==> config.mk <==
export PLATFORM = sky130hd
export DESIGN_NAME = comp_nbit_serial
export DESIGN_NICKNAME = d
export VERILOG_FILES = /design/src/rtl/comp_nbit_serial.sv
export SDC_FILE = /design/constraint.sdc
export NUM_CORES = 1
export LEC_CHECK = 0
export ABC_AREA = 1
export CORE_ASPECT_RATIO = 1.2
export CORE_MARGIN = 8
export CORE_UTILIZATION = 45
export CTS_CLUSTER_SIZE = 10
export DETAILED_ROUTE_END_ITERATION = 16
export PLACE_DENSITY = 0.71
export SYNTH_ARGS = -nofsm -noshare
export SYNTH_HDL_FRONTEND = slang
export SYNTH_SLANG_ARGS = --single-unit
==> constraint.sdc <==
create_clock -name clk -period 1.7 [get_ports clk]
set_clock_uncertainty 0.15 [all_clocks]
set_input_delay 0.34 -clock clk [delete_from_list [all_inputs] [get_ports clk]]
set_output_delay 0.34 -clock clk [all_outputs]
set_load 0.02 [all_outputs]
==> src/rtl/comp_nbit_serial.sv <==
// Bit-serial magnitude comparator.
// A comparison is accepted on start while idle. The latched operands are then
// walked MSB first, one bit pair per cycle. The first differing bit decides
// the result and ends the run early. If no bit differs, the run ends at the
// LSB with eq set. In two's-complement mode a difference in the sign bit
// inverts the ordering. All outputs come straight from registers.
module comp_nbit_serial #(
  parameter  int WIDTH = 8,
  localparam int IW    = $clog2(WIDTH)
) (
  input  logic             clk,
  input  logic             rst,
  input  logic             start,
  input  logic             signed_mode,
  input  logic [WIDTH-1:0] a,
  input  logic [WIDTH-1:0] b,
  output logic             busy,
  output logic             done,
  output logic             gt,
  output logic             lt,
  output logic             eq,
  output logic [IW-1:0]    diff_pos
);

  localparam logic [IW-1:0] IDX_MSB  = IW'(WIDTH - 1);
  localparam logic [IW-1:0] IDX_ZERO = '0;
  localparam logic [IW-1:0] IDX_ONE  = IW'(1);

  typedef enum logic {
    IDLE = 1'b0,
    RUN  = 1'b1
  } state_t;

  // Ordering of a single differing bit pair, returned as {gt, lt}.
  // For the sign bit of a two's-complement operand a set bit means a more
  // negative value, so the ordering flips.
  function automatic logic [1:0] bit_order(input logic bit_a,
                                           input logic bit_b,
                                           input logic is_sign);
    logic [1:0] order;
    if (is_sign) order = {bit_b, bit_a};
    else         order = {bit_a, bit_b};
    return order;
  endfunction

  // Registered state: FSM, latched operands, bit cursor and outputs.
  state_t           state_q;
  logic [WIDTH-1:0] opa_p0;
  logic [WIDTH-1:0] opb_p0;
  logic             sgn_p0;
  logic [IW-1:0]    idx_q;

  // Next-state values.
  state_t           state_d;
  logic [WIDTH-1:0] opa_d;
  logic [WIDTH-1:0] opb_d;
  logic             sgn_d;
  logic [IW-1:0]    idx_d;
  logic             busy_d;
  logic             done_d;
  logic             gt_d;
  logic             lt_d;
  logic             eq_d;
  logic [IW-1:0]    diff_pos_d;

  // Bit pair under examination and its ordering.
  logic             bit_a;
  logic             bit_b;
  logic [1:0]       order;

  assign bit_a = opa_p0[idx_q];
  assign bit_b = opb_p0[idx_q];
  assign order = bit_order(bit_a, bit_b, sgn_p0 && (idx_q == IDX_MSB));

  // Next-state and next-output logic. Everything holds by default. done is
  // the exception: it defaults low, which makes it a single-cycle pulse.
  always_comb begin
    state_d    = state_q;
    opa_d      = opa_p0;
    opb_d      = opb_p0;
    sgn_d      = sgn_p0;
    idx_d      = idx_q;
    busy_d     = busy;
    done_d     = 1'b0;
    gt_d       = gt;
    lt_d       = lt;
    eq_d       = eq;
    diff_pos_d = diff_pos;

    case (state_q)
      IDLE: begin
        if (start) begin
          opa_d      = a;
          opb_d      = b;
          sgn_d      = signed_mode;
          idx_d      = IDX_MSB;
          gt_d       = 1'b0;
          lt_d       = 1'b0;
          eq_d       = 1'b0;
          diff_pos_d = IDX_ZERO;
          busy_d     = 1'b1;
          state_d    = RUN;
        end
      end

      RUN: begin
        if (bit_a != bit_b) begin
          // First difference from the top settles the comparison.
          {gt_d, lt_d} = order;
          eq_d         = 1'b0;
          diff_pos_d   = idx_q;
          done_d       = 1'b1;
          busy_d       = 1'b0;
          state_d      = IDLE;
        end else if (idx_q != IDX_ZERO) begin
          idx_d = idx_q - IDX_ONE;
        end else begin
          // Walked past the LSB without a difference.
          gt_d       = 1'b0;
          lt_d       = 1'b0;
          eq_d       = 1'b1;
          diff_pos_d = IDX_ZERO;
          done_d     = 1'b1;
          busy_d     = 1'b0;
          state_d    = IDLE;
        end
      end

      default: begin
        state_d = IDLE;
        busy_d  = 1'b0;
      end
    endcase
  end

  // State and output registers. Reset overrides any accept or RUN update.
  always_ff @(posedge clk) begin
    if (rst) begin
      state_q  <= IDLE;
      opa_p0   <= '0;
      opb_p0   <= '0;
      sgn_p0   <= 1'b0;
      idx_q    <= IDX_MSB;
      busy     <= 1'b0;
      done     <= 1'b0;
      gt       <= 1'b0;
      lt       <= 1'b0;
      eq       <= 1'b0;
      diff_pos <= IDX_ZERO;
    end else begin
      state_q  <= state_d;
      opa_p0   <= opa_d;
      opb_p0   <= opb_d;
      sgn_p0   <= sgn_d;
      idx_q    <= idx_d;
      busy     <= busy_d;
      done     <= done_d;
      gt       <= gt_d;
      lt       <= lt_d;
      eq       <= eq_d;
      diff_pos <= diff_pos_d;
    end
  end

endmodule

---- Word level (Yosys, flattened, before mapping) ----
Index checks and enable logic that the tools add are counted.
storage, ports and cells
  register bits after elaboration ......... 29
  bits of input ports ..................... 20
  output and inout bits ................... 8
  logic and storage cells ................. 57
operators by class
  add/subtract/negate cells ............... 1
  $lt $le $gt $ge ......................... 1
  equal/unequal tests ..................... 6
  muxes and demuxes ....................... 31
  bitwise operators ....................... 1
  reduce and logical (&&, ||, !) cells .... 6
operator list
  cell                   count
  $mux W3                6
  $mux W1                15
  $pmux W3 S2            2
  $pmux W1 S2            5
  $bmux W1 S3            2
  $lt A3 B4 Y1 const B   1
  $ne A2 B2 Y1 const B   2
  $reduce_and A2 Y1      2
  $eq A3 B3 Y1 const B   1
  $ne A3 B3 Y1 const B   1
  $reduce_and A3 Y1      1
  $reduce_bool A3 Y1     1
  $sub A3 B1 Y3 const B  1
  $mux W2                1
  $ne A2 B1 Y1 const B   1
  $reduce_or A2 Y1       1
  $logic_and A1 B1 Y1    1
  $ne A1 B1 Y1           1
  $not A1 Y1             1

---- Depth between registers and ports, before layout ----
Gate-level depths: netlist of the first run.
  depth in word-level cells ............... 5
  depth in mapped cells ................... 12
  mapped depth without buffers ............ 12

---- Worst setup path after synthesis of the first run ----
No wires, ideal clock.
  path kind ............................... register to register
  from .................................... register idx_q[0]
  to ...................................... register diff_pos[1]
  setup time .............................. 0.113 ns
  data arrival time ....................... 1.248 ns
  required time ........................... 1.437 ns
  slack ................................... 0.190 ns
  cell stages (with the launch flop) ...... 12
  path buffers ............................ 2
  period minus slack after synthesis ...... 1.510 ns
  path through ............................ dfxtp_1 -> buf_6 -> nand2_1 -> nand3_1 -> nand3_1 -> nand2_2 -> nand2_4 -> nand3_4 -> buf_6 -> nand4_1 -> nand2_1 -> nor2_1
between the ends
  longest elaborated chain between the ends .. 5
  elaborated cells between the ends (all ways) .. 10
  those cells by class .................... 2 x eq/ne; 6 x mux; 2 x reduce/logical
ends and longest elaborated chain
  item                                                     RTL line  source
  start, declared                                          51        logic [IW-1:0] idx_q;
  start signal, assigned                                   155       idx_q <= idx_d;
  $bmux W1 S3, on equally long branches                    71, 72
  $mux W1, on equally long branches                        71, 72
  $ne A1 B1 Y1                                             107       if (bit_a != bit_b) begin
  $mux W3 / $ne A3 B3 Y1 (equally long branches)           -
  $pmux W3 S2 / $reduce_and A2 Y1 (equally long branches)  -
  end signal, assigned                                     161       diff_pos <= diff_pos_d;
  end, declared                                            22        output logic [IW-1:0] diff_pos
Parallel ways exist; a longest one is shown, timed or not. The select of a mux whose other input is x is not followed.
A chain may end at the register's enable or synchronous reset.

---- Worst setup path after layout of the first run ----
  from .................................... register idx_q[0]
  to ...................................... register diff_pos[0]
The elaborated chain is that of the path after synthesis.

==> out/metrics.cfg, run 1 <==
[status]
status = finished, violations left
violations = setup timing

[cts]
clockRootBuffer = clkbuf_4
htree_levels = 2
clockBufferDepth = 2
clk_transition_reported_paths_ps = 90
holdBufCountCts = 0
clkSinkCount = 29
insertion_delay_ps = 330
cts_buffers = 5
cts_tree = built

[timing]
finalHoldViolations = 0
rsz0062_at_grt = yes
setup_tns_ps = -25.8
slew_headroom_pct = 85.2
period_needed_ps = 1730
whs_ps = 306
setup_violations = 1
fin_crit_sh_pct = 102
final_max_slew_viol_count = 0
tightest_slew_ps = 222
timing.fmax_ghz = 0.579
setup_ws_ps = -25.8

[power_and_ir_drop]
share_comb_of_total_power_pct = 35.5
cellLeakagePower_nw = 0.937
peakVddDrop_mv = 0.572
power.internal_w = 0.00130
seq_power_share_pct = 40.2
p_sw_w = 0.000684
pwr-share-clk_pct = 24.3
power_density_nw_per_um2 = 1010
p_sw_share_pct = 34.5

[floorplanning]
initial_core_util_pct = 47.1
dieArea_sq_um = 5270
die_h_um = 77.9
die_w_um = 67.6
placementRows = 22
coreArea_sq_um = 3060
io_pins = 28

[cells_and_area]
multi_input_area_sq_um = 739
seq_area_sq_um = 588
n_antenna_cell = 0
nFillCells = 282
drive_above_1_share_pct = 21.6
final_area_sq_um = 1970
num-nets-final = 263
syn_to_final_growth_pct = 37.0

[detailed_routing]
routed_wl_um = 3460
drtIter0Drc = 70
highest_layer = met4
drc = 0
antenna_left = 0
post_drt_wl_per_cell_um = 12.5
dr.pass1.iters = 5
met2_length_um = 1690
met3WireLength_um = 223
vias_per_cell = 5.04
vias = 1397
wl_met1_um = 1470

[yosys]
synthesis.area_sq_um = 1440
synth_warnings = 0
synth_seq_cells = 29
synth_cells = 199
syn_area_per_cell_sq_um = 7.22
yosysSeqAreaShare_pct = 40.4
yosys.cell_types.count = 19
synth_nets = 222

[place]
pre_cts_slack_ps = -29.8
gp_congestion = 0.784
place_hpwl_um = 2130
place_area_sq_um = 1800
port_buffers = 27

[global_routing]
antenna_found_initial = 0
grt_max_degree = 41
grt_pass1_vias = 1294
grt_pass1_wl_um = 5430
gr-total-overflow = 0
grt_use_total_pct = 12.9

[critical_path]
path_cells = buf_6 > nand2_1 > nand3_1 > nand2_1 > nand2_1 > nand2_2 > nand2_4 > nand3_4 > buf_6 > nand4_1 > a21oi_2
cp_slowest_stage_delay_ps = 380
cpLargestDelayFamily = simple AND/OR/NAND/NOR gates
rr_startpoint = idx_q[0]$_SDFFE_PP1P_
r2r_cells = 11
cp.depth = 11
reg2reg_slack_ps = -30
r2r_end = diff_pos[0]$_SDFFE_PP0P_
worstPathRequired_ps = 1820
cp.buffers_inverters = 2
worstPathArrival_ps = 1850
worst_setup_path_end_kind = flop
slowest_stage = dfxtp_4
crit_path_frequent_cell = nand2_1
crit_type = flop to flop
cp-endpoint = diff_pos[0]$_SDFFE_PP0P_
crit_start = idx_q[0]$_SDFFE_PP1P_
cp_max_fo = 7
cp-start-kind = flop

[job]
maxCapViolCount = 0

[hold_path]
hold_class = flop to flop

per-layer routing:
metal,track usage (%),up-vias
li1,-,733
met1,14.5,616
met2,20.5,40
met3,4.89,8
met4,6.50,0
met5,0,-
worst register-to-register path, stage by stage, from the launching register on:
cell	delay (ps)
dfxtp_4	380
buf_6	130
nand2_1	70
nand3_1	100
nand2_1	80
nand2_1	60
nand2_2	100
nand2_4	60
nand3_4	120
buf_6	140
nand4_1	110
a21oi_2	160
cell families after synthesis:
group,Yosys count,synth area share [%]
buffers and inverters,37,11.6
flip-flops,29,40.4
adder cells (fa/ha/maj),3,2.61
AO/OA/AOI/OAI,40,14.4
AND/OR/NAND/NOR,90,31.1
stage by stage:
step / util [%] / power, W / cells
5_1_grt: 64.5 / 0.00211 / 277
2_1_floorplan: - / 0.00124 / 199
4_1_cts: 60.9 / 0.00190 / 272
6_report: 64.5 / 0.00198 / 277
3_5_place_dp: 58.9 / 0.00144 / 264
3_3_place_gp: 58.9 / 0.00143 / 264
cell usage after synthesis, drive strengths merged:
master  instances  area (sq um)
a21oi          20           100
buf             4          32.5
clkbuf          5          28.8
dfxtp          29           581
ha              3          37.5
inv            28           105
nand2          45           191
nand3          23           153
nand4           8          50.1
nor2           14          52.6
o2111a          1          11.3
o21ai          19          95.1
final cells by class:
cell class	count	share of cell area [%]
Clock buffer	7	3.30
Inverter	28	5.59
Tap cell	36	2.29
Timing Repair Buffer	43	21.2
Sequential cell	29	29.9
Multi-Input combinational cell	133	37.5
Clock inverter	1	0.254
layout by cell type (no fill, tap or decap), types with 5 or more instances in the layout:
cell and count:
nand3_1 13, clkdlybuf4s50_1 19, dlygate4sd2_1 8, nand2_2 10, nor2_1 14, nand2_1 33
nand3_2 8, clkbuf_4 5, a21oi_1 19, o21ai_0 19, buf_4 11, dfxtp_1 27
nand4_1 8, inv_1 25
what timing repair did:
| item | 4_1_cts | 5_1_grt |
|---|---|---|
| setup endpoints to repair | 12 | 10 |
| gates resized for setup | 9 | 23 |
| setup buffers | 0 | 5 |
| pin swaps | 0 | 10 |
power by group through the flow:
stage | logic, W | registers [W] | clock network (W)
global route | 0.000775 | 0.000807 | 0.000524
floorplan | 0.000405 | 0.000832 | 0
detailed placement | 0.000632 | 0.000806 | 0
finish | 0.000703 | 0.000797 | 0.000481
CTS | 0.000622 | 0.000790 | 0.000491
global placement | 0.000625 | 0.000803 | 0
flip-flops by register name (all words and copies together), names as in the netlist:
name      cells
opa_p0        8
lt            1
state_q       1
sgn_p0        1
opb_p0        8
eq            1
busy          1
idx_q         3
diff_pos      3
gt            1
done          1
worst min-delay path by stage:
stage,from,endpoint,cells after the start
after floorplan,rst,diff_pos[0]$_SDFFE_PP0P_,1
after global placement,opa_p0[4]$_SDFFE_PP0P_,opa_p0[4]$_SDFFE_PP0P_,2
after detailed placement,opb_p0[6]$_SDFFE_PP0P_,opb_p0[6]$_SDFFE_PP0P_,2
after CTS,opb_p0[7]$_SDFFE_PP0P_,opb_p0[7]$_SDFFE_PP0P_,2
after global routing,opb_p0[6]$_SDFFE_PP0P_,opb_p0[6]$_SDFFE_PP0P_,2
final,opb_p0[6]$_SDFFE_PP0P_,opb_p0[6]$_SDFFE_PP0P_,2
No activity file was read; power rests on OpenSTA's default activity.
==> run 2, diff against run 1 <==
--- a/config.mk
+++ b/config.mk
@@ -9,7 +9,7 @@
 export CORE_ASPECT_RATIO = 1.2
 export CORE_MARGIN = 8
 export CORE_UTILIZATION = 45
-export CTS_CLUSTER_SIZE = 10
+export CTS_CLUSTER_SIZE = 16
 export DETAILED_ROUTE_END_ITERATION = 16
 export PLACE_DENSITY = 0.71
 export SYNTH_ARGS = -nofsm -noshare
==> results of run 2 <==
The final DEF is identical to that of run 1; final timing and power are the same.
